==> src/rtl/upscale2x_seq_if.sv <==
// rtl/upscale2x_seq_if.sv - control, input-stream and output-stream signals of the 2x upscaler sequencer
interface upscale2x_seq_if #(
  parameter int DATA_W = 8,
  parameter int CNT_W  = 7
);
  logic              start;
  logic [CNT_W-1:0]  cfg_width;
  logic [CNT_W-1:0]  cfg_height;
  logic              busy;
  logic              done;
  logic              err;
  logic              s_valid;
  logic              s_ready;
  logic [DATA_W-1:0] s_data;
  logic              m_valid;
  logic              m_ready;
  logic [DATA_W-1:0] m_data;
  logic              m_last;
  logic              m_eof;

  modport slave (
    input  start, cfg_width, cfg_height, s_valid, s_data, m_ready,
    output busy, done, err, s_ready, m_valid, m_data, m_last, m_eof
  );

  modport master (
    output start, cfg_width, cfg_height, s_valid, s_data, m_ready,
    input  busy, done, err, s_ready, m_valid, m_data, m_last, m_eof
  );
endinterface

==> src/rtl/upscale2x_seq.sv <==
// rtl/upscale2x_seq.sv - 2x nearest-neighbour upscaler sequencer with a one-row register line buffer
module upscale2x_seq #(
  parameter int DATA_W = 8,
  parameter int MAX_W  = 64,
  parameter int CNT_W  = 7
) (
  input  logic          clk,
  input  logic          rst,
  upscale2x_seq_if.slave io
);
  localparam int AW = (MAX_W > 1) ? $clog2(MAX_W) : 1;

  typedef enum logic [2:0] {S_IDLE, S_FILL, S_EMIT0, S_EMIT1, S_DONE} state_t;

  state_t            state_q, state_d;
  logic [CNT_W-1:0]  w_q, w_d, h_q, h_d;
  logic [CNT_W-1:0]  col_q, col_d, row_q, row_d;
  logic              dup_q, dup_d;
  logic              err_q, err_d;
  logic [DATA_W-1:0] line_q [MAX_W];
  logic [DATA_W-1:0] line_d [MAX_W];

  logic [AW-1:0] col_idx;
  logic          col_end;
  logic          row_end;
  logic          emit;
  logic          cfg_ok;
  logic          m_last;

  // col never exceeds W-1 <= MAX_W-1, so the low bits always address a real entry
  assign col_idx = col_q[AW-1:0];
  assign col_end = (col_q == w_q - CNT_W'(1));
  assign row_end = (row_q == h_q - CNT_W'(1));
  assign emit    = (state_q == S_EMIT0) || (state_q == S_EMIT1);
  assign cfg_ok  = (io.cfg_width != '0) && (io.cfg_width <= CNT_W'(MAX_W)) &&
                   (io.cfg_height != '0);
  assign m_last  = emit && dup_q && col_end;

  always_comb begin
    state_d = state_q;
    w_d     = w_q;
    h_d     = h_q;
    col_d   = col_q;
    row_d   = row_q;
    dup_d   = dup_q;
    err_d   = 1'b0;
    line_d  = line_q;
    case (state_q)
      S_IDLE: begin
        if (io.start) begin
          if (cfg_ok) begin
            w_d     = io.cfg_width;
            h_d     = io.cfg_height;
            col_d   = '0;
            row_d   = '0;
            dup_d   = 1'b0;
            state_d = S_FILL;
          end else begin
            err_d = 1'b1;
          end
        end
      end
      S_FILL: begin
        if (io.s_valid) begin
          line_d[col_idx] = io.s_data;
          if (col_end) begin
            col_d   = '0;
            state_d = S_EMIT0;
          end else begin
            col_d = col_q + CNT_W'(1);
          end
        end
      end
      S_EMIT0, S_EMIT1: begin
        if (io.m_ready) begin
          dup_d = ~dup_q;
          // the second copy of a pixel advances the column
          if (dup_q) begin
            if (col_end) begin
              col_d = '0;
              if (state_q == S_EMIT0) begin
                state_d = S_EMIT1;
              end else begin
                row_d   = row_q + CNT_W'(1);
                state_d = row_end ? S_DONE : S_FILL;
              end
            end else begin
              col_d = col_q + CNT_W'(1);
            end
          end
        end
      end
      S_DONE:  state_d = S_IDLE;
      default: state_d = S_IDLE;
    endcase
  end

  always_ff @(posedge clk) begin
    if (rst) begin
      state_q <= S_IDLE;
      w_q     <= '0;
      h_q     <= '0;
      col_q   <= '0;
      row_q   <= '0;
      dup_q   <= 1'b0;
      err_q   <= 1'b0;
    end else begin
      state_q <= state_d;
      w_q     <= w_d;
      h_q     <= h_d;
      col_q   <= col_d;
      row_q   <= row_d;
      dup_q   <= dup_d;
      err_q   <= err_d;
    end
  end

  // line buffer contents are intentionally left out of reset
  always_ff @(posedge clk) begin
    line_q <= line_d;
  end

  assign io.busy    = (state_q != S_IDLE) && (state_q != S_DONE);
  assign io.done    = (state_q == S_DONE);
  assign io.err     = err_q;
  assign io.s_ready = (state_q == S_FILL);
  assign io.m_valid = emit;
  assign io.m_data  = emit ? line_q[col_idx] : '0;
  assign io.m_last  = m_last;
  assign io.m_eof   = m_last && (state_q == S_EMIT1) && row_end;
endmodule

==> src/flat_wrapper.sv <==
// flat-port wrapper written by rule: the top's interface ports become plain ports
module upscale2x_seq_flat 
#(
  parameter int DATA_W = 8,
  parameter int MAX_W  = 64,
  parameter int CNT_W  = 7
)
  (clk, rst, io_start, io_cfg_width, io_cfg_height, io_s_valid, io_s_data, io_m_ready, io_busy, io_done, io_err, io_s_ready, io_m_valid, io_m_data, io_m_last, io_m_eof);
  upscale2x_seq_if #(.DATA_W(DATA_W), .CNT_W(CNT_W)) io_i ();
  input  logic clk;
  input  logic rst;
  input wire logic [$bits(io_i.start)-1:0] io_start;
  input wire logic [$bits(io_i.cfg_width)-1:0] io_cfg_width;
  input wire logic [$bits(io_i.cfg_height)-1:0] io_cfg_height;
  input wire logic [$bits(io_i.s_valid)-1:0] io_s_valid;
  input wire logic [$bits(io_i.s_data)-1:0] io_s_data;
  input wire logic [$bits(io_i.m_ready)-1:0] io_m_ready;
  output wire logic [$bits(io_i.busy)-1:0] io_busy;
  output wire logic [$bits(io_i.done)-1:0] io_done;
  output wire logic [$bits(io_i.err)-1:0] io_err;
  output wire logic [$bits(io_i.s_ready)-1:0] io_s_ready;
  output wire logic [$bits(io_i.m_valid)-1:0] io_m_valid;
  output wire logic [$bits(io_i.m_data)-1:0] io_m_data;
  output wire logic [$bits(io_i.m_last)-1:0] io_m_last;
  output wire logic [$bits(io_i.m_eof)-1:0] io_m_eof;
  assign io_i.start = io_start;
  assign io_i.cfg_width = io_cfg_width;
  assign io_i.cfg_height = io_cfg_height;
  assign io_i.s_valid = io_s_valid;
  assign io_i.s_data = io_s_data;
  assign io_i.m_ready = io_m_ready;
  assign io_busy = io_i.busy;
  assign io_done = io_i.done;
  assign io_err = io_i.err;
  assign io_s_ready = io_i.s_ready;
  assign io_m_valid = io_i.m_valid;
  assign io_m_data = io_i.m_data;
  assign io_m_last = io_i.m_last;
  assign io_m_eof = io_i.m_eof;
  upscale2x_seq #(.DATA_W(DATA_W), .MAX_W(MAX_W), .CNT_W(CNT_W)) u_core (.clk(clk), .rst(rst), .io(io_i));
endmodule
==> config.mk <==
export PLATFORM = sky130hd
export DESIGN_NAME = upscale2x_seq_flat
export DESIGN_NICKNAME = d
export VERILOG_FILES = /design/src/rtl/upscale2x_seq_if.sv /design/src/rtl/upscale2x_seq.sv /design/src/flat_wrapper.sv
export SDC_FILE = /design/constraint.sdc
export NUM_CORES = 1
export LEC_CHECK = 0
export ABC_AREA = 1
export CAP_MARGIN = 15
export CORE_ASPECT_RATIO = 2
export CORE_MARGIN = 8
export CORE_UTILIZATION = 50
export CTS_BUF_LIST = sky130_fd_sc_hd__clkbuf_4 sky130_fd_sc_hd__clkbuf_8
export CTS_CLUSTER_DIAMETER = 100
export DETAILED_ROUTE_END_ITERATION = 10
export PLACE_DENSITY = 0.64
export SYNTH_ARGS = -nofsm -noshare
export SYNTH_HDL_FRONTEND = slang
export SYNTH_SLANG_ARGS = --single-unit
==> constraint.sdc <==
create_clock -name clk -period 4.2 [get_ports clk]
set_clock_uncertainty 0.2 [all_clocks]
set_input_delay 0.63 -clock clk [delete_from_list [all_inputs] [get_ports clk]]
set_output_delay 0.63 -clock clk [all_outputs]
set_load 0.05 [all_outputs]
### Word-level counts from Yosys, hierarchy flattened

Index checks and enable logic that the tools add are counted.

| storage, ports and cells | value |
|---|---|
| flip-flop bits (word level) | 545 |

| operators by class | value |
|---|---|
| add/sub/neg operators | 4 |
| order comparisons | 3 |
| eq/ne operators | 15 |
| mux-type cells | 34 |
| bitwise logic cells | 4 |
| reductions and logical operators | 23 |

Operator list:

| kind | count |
|---|---|
| $bwmux 512 | 1 |
| $mux 7 | 10 |
| $bmux 8 s6 | 1 |
| $demux 8 s6 | 1 |
| $mux 8 | 4 |
| $mux 3 | 9 |
| $pmux 7 s3 | 1 |
| $add 7x1->7 const B | 2 |
| $eq 7x7->1 | 2 |
| $pmux 7 s2 | 1 |
| $reduce_and 7->1 | 2 |
| $reduce_bool 7->1 | 2 |
| $sub 7x1->7 const B | 2 |
| $pmux 3 s3 | 1 |
| $logic_and 1x1->1 | 8 |
| $ne 2x1->1 const B | 4 |
| $ne 2x2->1 const B | 4 |
| $ge 7x7->1 const B | 1 |
| $le 7x7->1 const B | 1 |
| $lt 7x1->1 const B | 1 |
| $not 6->7 | 1 |
| $eq 3x2->1 const B | 2 |
| $reduce_and 6->1 | 1 |
| $reduce_bool 3->1 | 2 |
| other kinds (14) | 19 |

### Longest topological paths before layout

Gate-level depths: netlist of run 1.

| logic depth | value |
|---|---|
| word-level depth | 8 |
| mapped depth | 15 |
| depth with buffers taken out | 15 |

### Worst setup path after synthesis of run 1

No wires, ideal clock.

| timing | value |
|---|---|
| path kind | register to register |
| start point | register u_core.state_q[2] |
| end point | register u_core.line_q[0] (netlist bit), enable pin |
| library setup time | 370 ps |
| arrival time | 2,756 ps |
| data required time | 3,630 ps |
| setup slack | 874 ps |
| cell stages (with the launch flop) | 6 |
| buffers on the path | 0 |
| cell sequence | dfxtp_1 nor3_1 inv_1 nor2_1 nand2_1 nor2_1 |

| between the ends | value |
|---|---|
| word-level cells in the longest chain between the ends | 2 |

RTL lines:

| what | line | source |
|---|---|---|
| start: declaration | upscale2x_seq.sv:15 | `state_t state_q, state_d;` |
| start signal: assignment | upscale2x_seq.sv:108 | `state_q <= state_d;` |
| $eq 3x1->1 | -- |  |
| net io_s_ready | flat_wrapper.sv:21 | `output wire logic [$bits(io_i.s_ready)-1:0] io_s_ready;` |
| $reduce_and 2->1 (no line) | -- |  |
| end signal: assignment | upscale2x_seq.sv:120 | `line_q <= line_d;` |
| end: declaration | upscale2x_seq.sv:20 | `logic [DATA_W-1:0] line_q [MAX_W];` |

The timed path passes the listed nets, and every way through them passes these cells.
A chain may end at the register's enable or synchronous reset.

### Worst setup path in the final report of run 1

| timing | value |
|---|---|
| start point | register u_core.col_q[1] |
| end point | output port io_m_data[2] |

| between the ends | value |
|---|---|
| word-level cells in the longest chain between the ends | 5 |

RTL lines:

| what | line | source |
|---|---|---|
| start: declaration | upscale2x_seq.sv:17 | `logic [CNT_W-1:0] col_q, col_d, row_q, row_d;` |
| start signal: assignment | upscale2x_seq.sv:111 | `col_q <= col_d;` |
| $not 6->7 (not written as such) | upscale2x_seq.sv:128 | `assign io.m_data = emit ? line_q[col_idx] : '0;` |
| $bmux 8 s6 | upscale2x_seq.sv:128 |  |
| $mux 8 (not written as such) (2 in series) | upscale2x_seq.sv:128 |  |
| $mux 8 | upscale2x_seq.sv:128 |  |
| end: declaration | flat_wrapper.sv:23 | `output wire logic [$bits(io_i.m_data)-1:0] io_m_data;` |

No other way between the ends. The select of a mux whose other input is x is not followed.

==> flow_metrics.py, run 1 <==
metrics = {
    "power": {
        "switchingPower_uw": 3270,
        "leakage_uw": 0.00900,
        "powerDensity_nw_per_um2": 470,
        "p_sw_frac": 0.276,
        "clock_power_share": 0.329,
        "seq_power_share": 0.514,
        "combinationalPowerShare": 0.156,
        "internal-power_uw": 8560,
        "ir_drop_mv": 0.230,
    },
    "synthesis": {
        "synth.area.mux_share": 0,
        "synthXorXnorAreaFrac": 0.00160,
        "syn_avg_cell_area_um2": 11.9,
        "ys_seq_area_frac": 0.733,
        "ys.warnings.count": 0,
        "synthesis.nets": 1873,
        "ys_ff_latch": 545,
        "syn_area_um2": 21900,
        "synth_top_family_by_area": "simple AND/OR/NAND/NOR gates",
        "ys.flop_type": "edfxtp_1",
        "yosys.area_share.simple": 0.177,
        "synth-compound-area-share": 0.0519,
        "synth_fa_ha_area_frac": 0.00229,
        "synth_cells": 1842,
        "synthDistinctLibCells": 37,
        "async_reset_ff_frac": 0,
        "synth_edf_count": 512,
    },
    "die": {
        "die_w_um": 164,
        "rows": 108,
        "start_util": 0.506,
        "core_area_um2": 43200,
        "dieArea_um2": 51100,
        "ios": 42,
        "die_h_um": 312,
    },
    "setup_path": {
        "worstPathArrival_ns": 3.24,
        "path_class": "flip-flop to primary output",
        "endpoint_kind": "primary output",
        "required_ns": 3.37,
        "critPathLaunchType": "flip-flop",
        "cp_max_fo": 10,
        "r2r_setup_slack_ns": 1.11,
    },
    "global_route": {
        "grt.overflow.total": 0,
        "grt_max_degree": 61,
        "use_met1": 0.265,
        "grt_pass1_vias": 15000,
        "grtUsageMet3": 0.0378,
        "antenna_found_initial": 1,
        "grt.busiest_layer": "met2",
        "grtUsageTotal": 0.246,
        "grt_first_pass_wirelength_mm": 92.0,
        "grt_util_met2": 0.438,
    },
    "sta": {
        "finalHoldViolations": 0,
        "slew-limit-headroom": 0.243,
        "fin_crit_ns": 4.07,
        "tightestPinTransition_ns": 1.14,
        "finalWorstSetupSlack_ns": 0.135,
        "fin_crit_sh": 0.968,
        "rsz0062_at_grt": "false",
        "fmax_mhz": 246,
        "drv_slew": 0,
        "setup_tns_ns": 0,
        "setup_viol": 0,
    },
    "place": {
        "portBuffers": 41,
        "post_dp_cell_area_um2": 23700,
        "dp.cells": 2486,
        "routabilityCongestion": 0.898,
        "pre_cts_slack_ns": 0.369,
        "hpwl_mm": 41.7,
    },
    "cts": {
        "hold_buffers": 0,
        "cts_tree": "built",
        "insertion_delay_ns": 0.63,
        "cts_num_sinks": 545,
        "cts_root_buf": "clkbuf_8",
        "numCtsBuffers": 75,
        "htreeDepth": 3,
        "clockBufferDepth": 3,
        "clk_transition_reported_paths_ns": 0.07,
    },
    "layout": {
        "drive_gt1_frac": 0.137,
        "layoutNonFillerInstCount": 2621,
        "area_delta_synth_final_pct": 15.1,
        "num-fill-cells": 3467,
        "final_core_util": 0.582,
        "final_cell_area_um2": 25200,
        "fin_nets": 2050,
    },
    "detailed_routing": {
        "viasPerCell": 5.67,
        "wire_per_inst_um": 23.7,
        "drc": 0,
        "dr.pass1.iters": 5,
        "via_count": 14900,
        "drtAntennaViolNets": 0,
        "wl_mm": 62.1,
        "drt_iter0_markers": 1471,
    },
    "flow_run": {
        "drv_cap": 0,
    },
    "status": {
        "status": "finished clean",
    },
    "hold_path": {
        "hold_path.class": "flip-flop to flip-flop",
    },
}
flip-flops by register name, summed over array words and instances (netlist names):
register	count
u_core.line_q	512
u_core.col_q	7
u_core.h_q	7
u_core.row_q	7
u_core.w_q	7
u_core.state_q	3
u_core.dup_q	1
u_core.io.err	1
cell usage in the layout (no fill, tap or decap), types with 3 or more instances in the layout:
cell type and instances:
nand2_1 591, edfxtp_1 512, nor2_1 149, buf_4 111
inv_1 89, clkbuf_8 77, nand3_1 75, nand4_1 70
a21oi_1 63, o21ai_0 61, a22oi_1 42, dfxtp_1 32
clkbuf_4 23, clkdlybuf4s50_1 23, clkinv_1 19, buf_12 19
o21ai_1 16, nor3_1 13, buf_2 8, inv_2 6
and2_0 6, clkinvlp_4 5, nor2_4 4, inv_6 4
a21oi_2 4, o2bb2ai_1 4, o21ai_2 4, nand3b_1 4
ha_1 4, nand2_2 3, o2111ai_1 3, nor2_2 3
xor2_1 3, clkinv_2 3
power by group through the flow:
stage | clock network, uW | registers (uW) | logic (uW)
finish | 3900 | 6090 | 1850
global route | 4160 | 6090 | 2040
CTS | 3950 | 6080 | 1820
detailed placement | 0 | 6200 | 1810
global placement | 0 | 6190 | 1780
floorplan | 0 | 6170 | 1130
cell type report:
| class | instances | area, um^2 | area share |
|---|---|---|---|
| flip-flops and latches | 545 | 16000 | 0.637 |
| clock inverters | 28 | 165 | 0.00656 |
| diodes | 1 | 2.50 | 0.0000994 |
| repair buffers | 165 | 1520 | 0.0605 |
| clock buffers | 100 | 1230 | 0.0490 |
| inverters | 101 | 395 | 0.0157 |
| well taps | 550 | 688 | 0.0273 |
| multi-input cells | 1131 | 5120 | 0.204 |
synthesized netlist by cell type, drive strengths merged, types with 3 or more instances:
library cell  count  area share
a21oi            67       0.015
a22oi            42       0.014
and2              6      0.0017
buf              54       0.015
clkbuf           11      0.0019
dfxtp            33       0.030
edfxtp          512        0.70
ha                4      0.0023
inv              99       0.017
nand2           594        0.10
nand3            77       0.018
nand3b            4      0.0014
nand4            71       0.021
nor2            156       0.028
nor3             14      0.0037
o2111ai           3      0.0012
o21ai            81       0.019
o2bb2ai           4      0.0016
xor2              3      0.0012
cell families after synthesis:
kind of cell,Yosys count
and+or+nand+nor,924
DFF,545
AOI/OAI and AO/OA,199
buffers and inverters,166
xor gates and xnor gates,4
adders and majority gates,4
through the flow:
stage / power [uW] / hold WS (ns)
2_1_floorplan: 7310 / 0.243
3_3_place_gp: 7980 / 0.255
3_5_place_dp: 8000 / 0.265
4_1_cts: 11900 / 0.279
5_1_grt: 12300 / 0.322
6_report: 11800 / 0.277
per-layer routing:
layer,vias to the layer above,wire (um)
li1,6807,-
met1,7204,20700
met2,676,33200
met3,183,4230
met4,0,3920
met5,-,0
critical path: stages, from the launching register on:
cell and delay (ns):
dfxtp_1 0.40, clkinvlp_4 0.16, buf_12 0.15, nand3_2 0.11, inv_2 0.16, buf_4 0.23, buf_4 0.17, nand2_1 0.06
nand4_1 0.13, o21ai_2 0.25, buf_4 0.15, nand2_1 0.04, nor2_1 0.22, a21oi_1 0.17, buf_12 0.19
path summary, 6_finish.rpt:
kind | start | end | depth (start not counted)
worst max-delay path | u_core.col_q[1]$_SDFFE_PP0P_ | io_m_data[2] | 14
worst min-delay path | u_core.w_q[6]$_SDFFE_PP0P_ | u_core.w_q[6]$_SDFFE_PP0P_ | 2
worst max register to register | u_core.col_q[2]$_SDFFE_PP0P_ | u_core.line_q[180]$_DFFE_PP_ | 7
worst min register to register | u_core.w_q[6]$_SDFFE_PP0P_ | u_core.w_q[6]$_SDFFE_PP0P_ | 2
repair_timing:
item	4_1_cts	5_1_grt
gates resized for setup	17	14
pin swaps	1	0
endpoints found under the setup margin	10	8
buffers inserted	2	4
No activity file was read; power rests on OpenSTA's default activity.
==> run 2, diff against run 1 <==
- ABC_AREA: 1 -> default
- CTS_CLUSTER_SIZE: default -> 10
- GPL_TIMING_DRIVEN: default -> 0
==> flow_metrics.py, run 2 <==
metrics = {
    "status": {
        "status": "finished with violations",
        "violations": "setup timing",
    },
    "layout": {
        "drive_gt1_frac": 0.212,
        "area_delta_synth_final_pct": 15.4,
        "largest_register_ffs": 512,
        "top_register": "u_core.line_q",
        "final_common_cell": "edfxtp_1",
        "final_core_util": 0.581,
        "layout_common_cells": "512 x edfxtp_1, 118 x nor2_1, 72 x clkbuf_8",
        "fin_nets": 1557,
        "num-fill-cells": 3343,
    },
    "synthesis": {
        "synth_top_area_share": 0.709,
        "synth_common_cells": "512 x edfxtp_1, 121 x nor2_1, 75 x a221oi_1",
        "synth_edf_count": 512,
        "synthesis.nets": 1434,
        "synthDistinctLibCells": 67,
        "async_reset_ff_frac": 0,
        "ys.flop_type": "edfxtp_1",
        "synth.most_common_cell": "edfxtp_1",
        "synth_top_area_cell": "edfxtp_1",
        "synth_cells": 1403,
        "syn_avg_cell_area_um2": 15.5,
        "ys_ff_latch": 545,
        "synthTopCellsByArea": "edfxtp_1 71%, dfxtp_1 3.0%, a221oi_1 3.0%",
        "syn_area_um2": 21700,
        "ys_seq_area_frac": 0.739,
        "ys.warnings.count": 0,
    },
    "global_route": {
        "grt.overflow.total": 0,
        "antenna_found_initial": 1,
        "grtUsageTotal": 0.278,
        "grt_max_degree": 58,
        "grt_first_pass_wirelength_mm": 100,
        "grt_pass1_vias": 13900,
    },
    "die": {
        "die_h_um": 311,
        "core_area_um2": 43100,
        "rows": 108,
        "ios": 42,
        "dieArea_um2": 50700,
        "die_w_um": 163,
        "start_util": 0.503,
    },
    "setup_path": {
        "cp_max_fo": 10,
        "critPathLaunchType": "flip-flop",
        "endpoint_kind": "primary output",
        "path_class": "flip-flop to primary output",
        "required_ns": 3.37,
        "worstPathArrival_ns": 3.42,
    },
    "sta": {
        "setup_tns_ns": -0.113,
        "slew-limit-headroom": 0.159,
        "fmax_mhz": 235,
        "finalWorstSetupSlack_ns": -0.0544,
        "fin_crit_sh": 1.01,
        "tightestPinTransition_ns": 1.26,
        "rsz0062_at_grt": "true",
        "setup_viol": 3,
        "fin_crit_ns": 4.25,
        "whs_ns": 0.135,
        "finalHoldViolations": 0,
        "drv_slew": 0,
    },
    "power": {
        "powerDensity_nw_per_um2": 419,
        "finalPower_uw": 10500,
        "leakage_uw": 0.00783,
        "ir_drop_mv": 0.308,
    },
    "cts": {
        "numCtsBuffers": 60,
        "cts_root_buf": "clkbuf_8",
        "clockBufferDepth": 3,
        "cts_num_sinks": 545,
        "htreeDepth": 2,
        "insertion_delay_ns": 0.66,
        "cts_tree": "built",
        "clk_transition_reported_paths_ns": 0.07,
    },
    "detailed_routing": {
        "via_count": 14200,
        "dr.pass1.iters": 6,
        "drc": 0,
        "drtAntennaViolNets": 0,
        "drt_iter0_markers": 2160,
        "wl_mm": 71.4,
        "viasPerCell": 6.75,
        "wire_per_inst_um": 34.0,
    },
    "place": {
        "pre_cts_slack_ns": -1.35,
        "routabilityCongestion": 0.982,
        "portBuffers": 41,
        "hpwl_mm": 46.7,
    },
    "hold_path": {
        "hold_path.class": "input port to flip-flop",
    },
    "flow_run": {
        "drv_cap": 0,
    },
}
[run 2: cell types whose count changed after synthesis, sizes merged, moves of 47 or more]
cell / change
nand4: -68
clkbuf: +47
nand2: -529
inv: -83
a221oi: +76
o21ai: -50
[run 2: where the power goes]
part	total, uW	internal [uW]	switching, uW
clock network	3320	1530	1800
registers	5990	5960	27.4
logic	1170	401	765
total	10500	7890	2590
[run 2: final cells by class]
cell class              instances  area (um^2)  area share
clock buffers                  85         1020      0.0407
inverters                      16         60.1     0.00240
diodes                          1         2.50   0.0000999
plain buffers                  91          925      0.0369
clock inverters                 1         6.26    0.000250
multi-input cells             747         5620       0.224
flip-flops and latches        545        16000       0.641
well taps                     550          688      0.0275
repair buffers                 65          676      0.0270
[run 2: what timing repair did]
| item | CTS | global route |
|---|---|---|
| endpoints found under the setup margin | 280 | 10 |
| hold buffers | 0 | 0 |
| setup buffers | 7 | 6 |
| pin swaps | 10 | 11 |
| gates cloned | 0 | 1 |
| resized for setup | 273 | 58 |
| endpoints found under the hold margin | 0 | 0 |
[run 2: final timing paths]
path,from,slack [ns],cells past startpoint,endpoint
hold / removal,io_s_data[5],0.13,1,u_core.line_q[85]$_DFFE_PP_
setup reg to reg,u_core.col_q[1]$_SDFFE_PP0P_,0.48,6,u_core.line_q[503]$_DFFE_PP_
hold reg to reg,u_core.h_q[1]$_SDFFE_PP0P_,0.28,2,u_core.h_q[1]$_SDFFE_PP0P_
setup / recovery,u_core.col_q[0]$_SDFFE_PP0P_,-0.05,11,io_m_data[6]
[run 2: critical path: stages (launching register included)]
cell      delay (ns)
dfxtp_2         0.35
buf_6           0.14
nor2b_1         0.15
clkbuf_2        0.31
buf_2           0.46
a22oi_1         0.14
a21oi_1         0.22
nor2_1          0.10
o22ai_2         0.24
nor4_2          0.07
nor2_1          0.31
buf_4           0.27
[run 2: cell families after synthesis]
group / Yosys count / synth area share
flip-flops: 545 / 0.739
AO/OA/AOI/OAI: 341 / 0.113
AND/OR/NAND/NOR: 292 / 0.0618
buffers and inverters: 111 / 0.0220
multiplexers: 93 / 0.0540
XOR/XNOR: 17 / 0.00750
adder cells (fa/ha/maj): 4 / 0.00231
[run 2: per-layer routing]
metal	vias up	routed length [um]	global-route usage
li1	5831	-	-
met1	7158	25800	0.350
met2	967	33500	0.433
met3	227	7260	0.0609
met4	0	4830	0.167
met5	-	0	0
[run 2: stage by stage]
| stage | instance area, um^2 | cells |
|---|---|---|
| after floorplan | 21700 | 1403 |
| after global placement | 22800 | 1994 |
| after detailed placement | 22900 | 2004 |
| after CTS | 24700 | 2094 |
| after global routing | 25000 | 2101 |
| final | 25000 | 2101 |
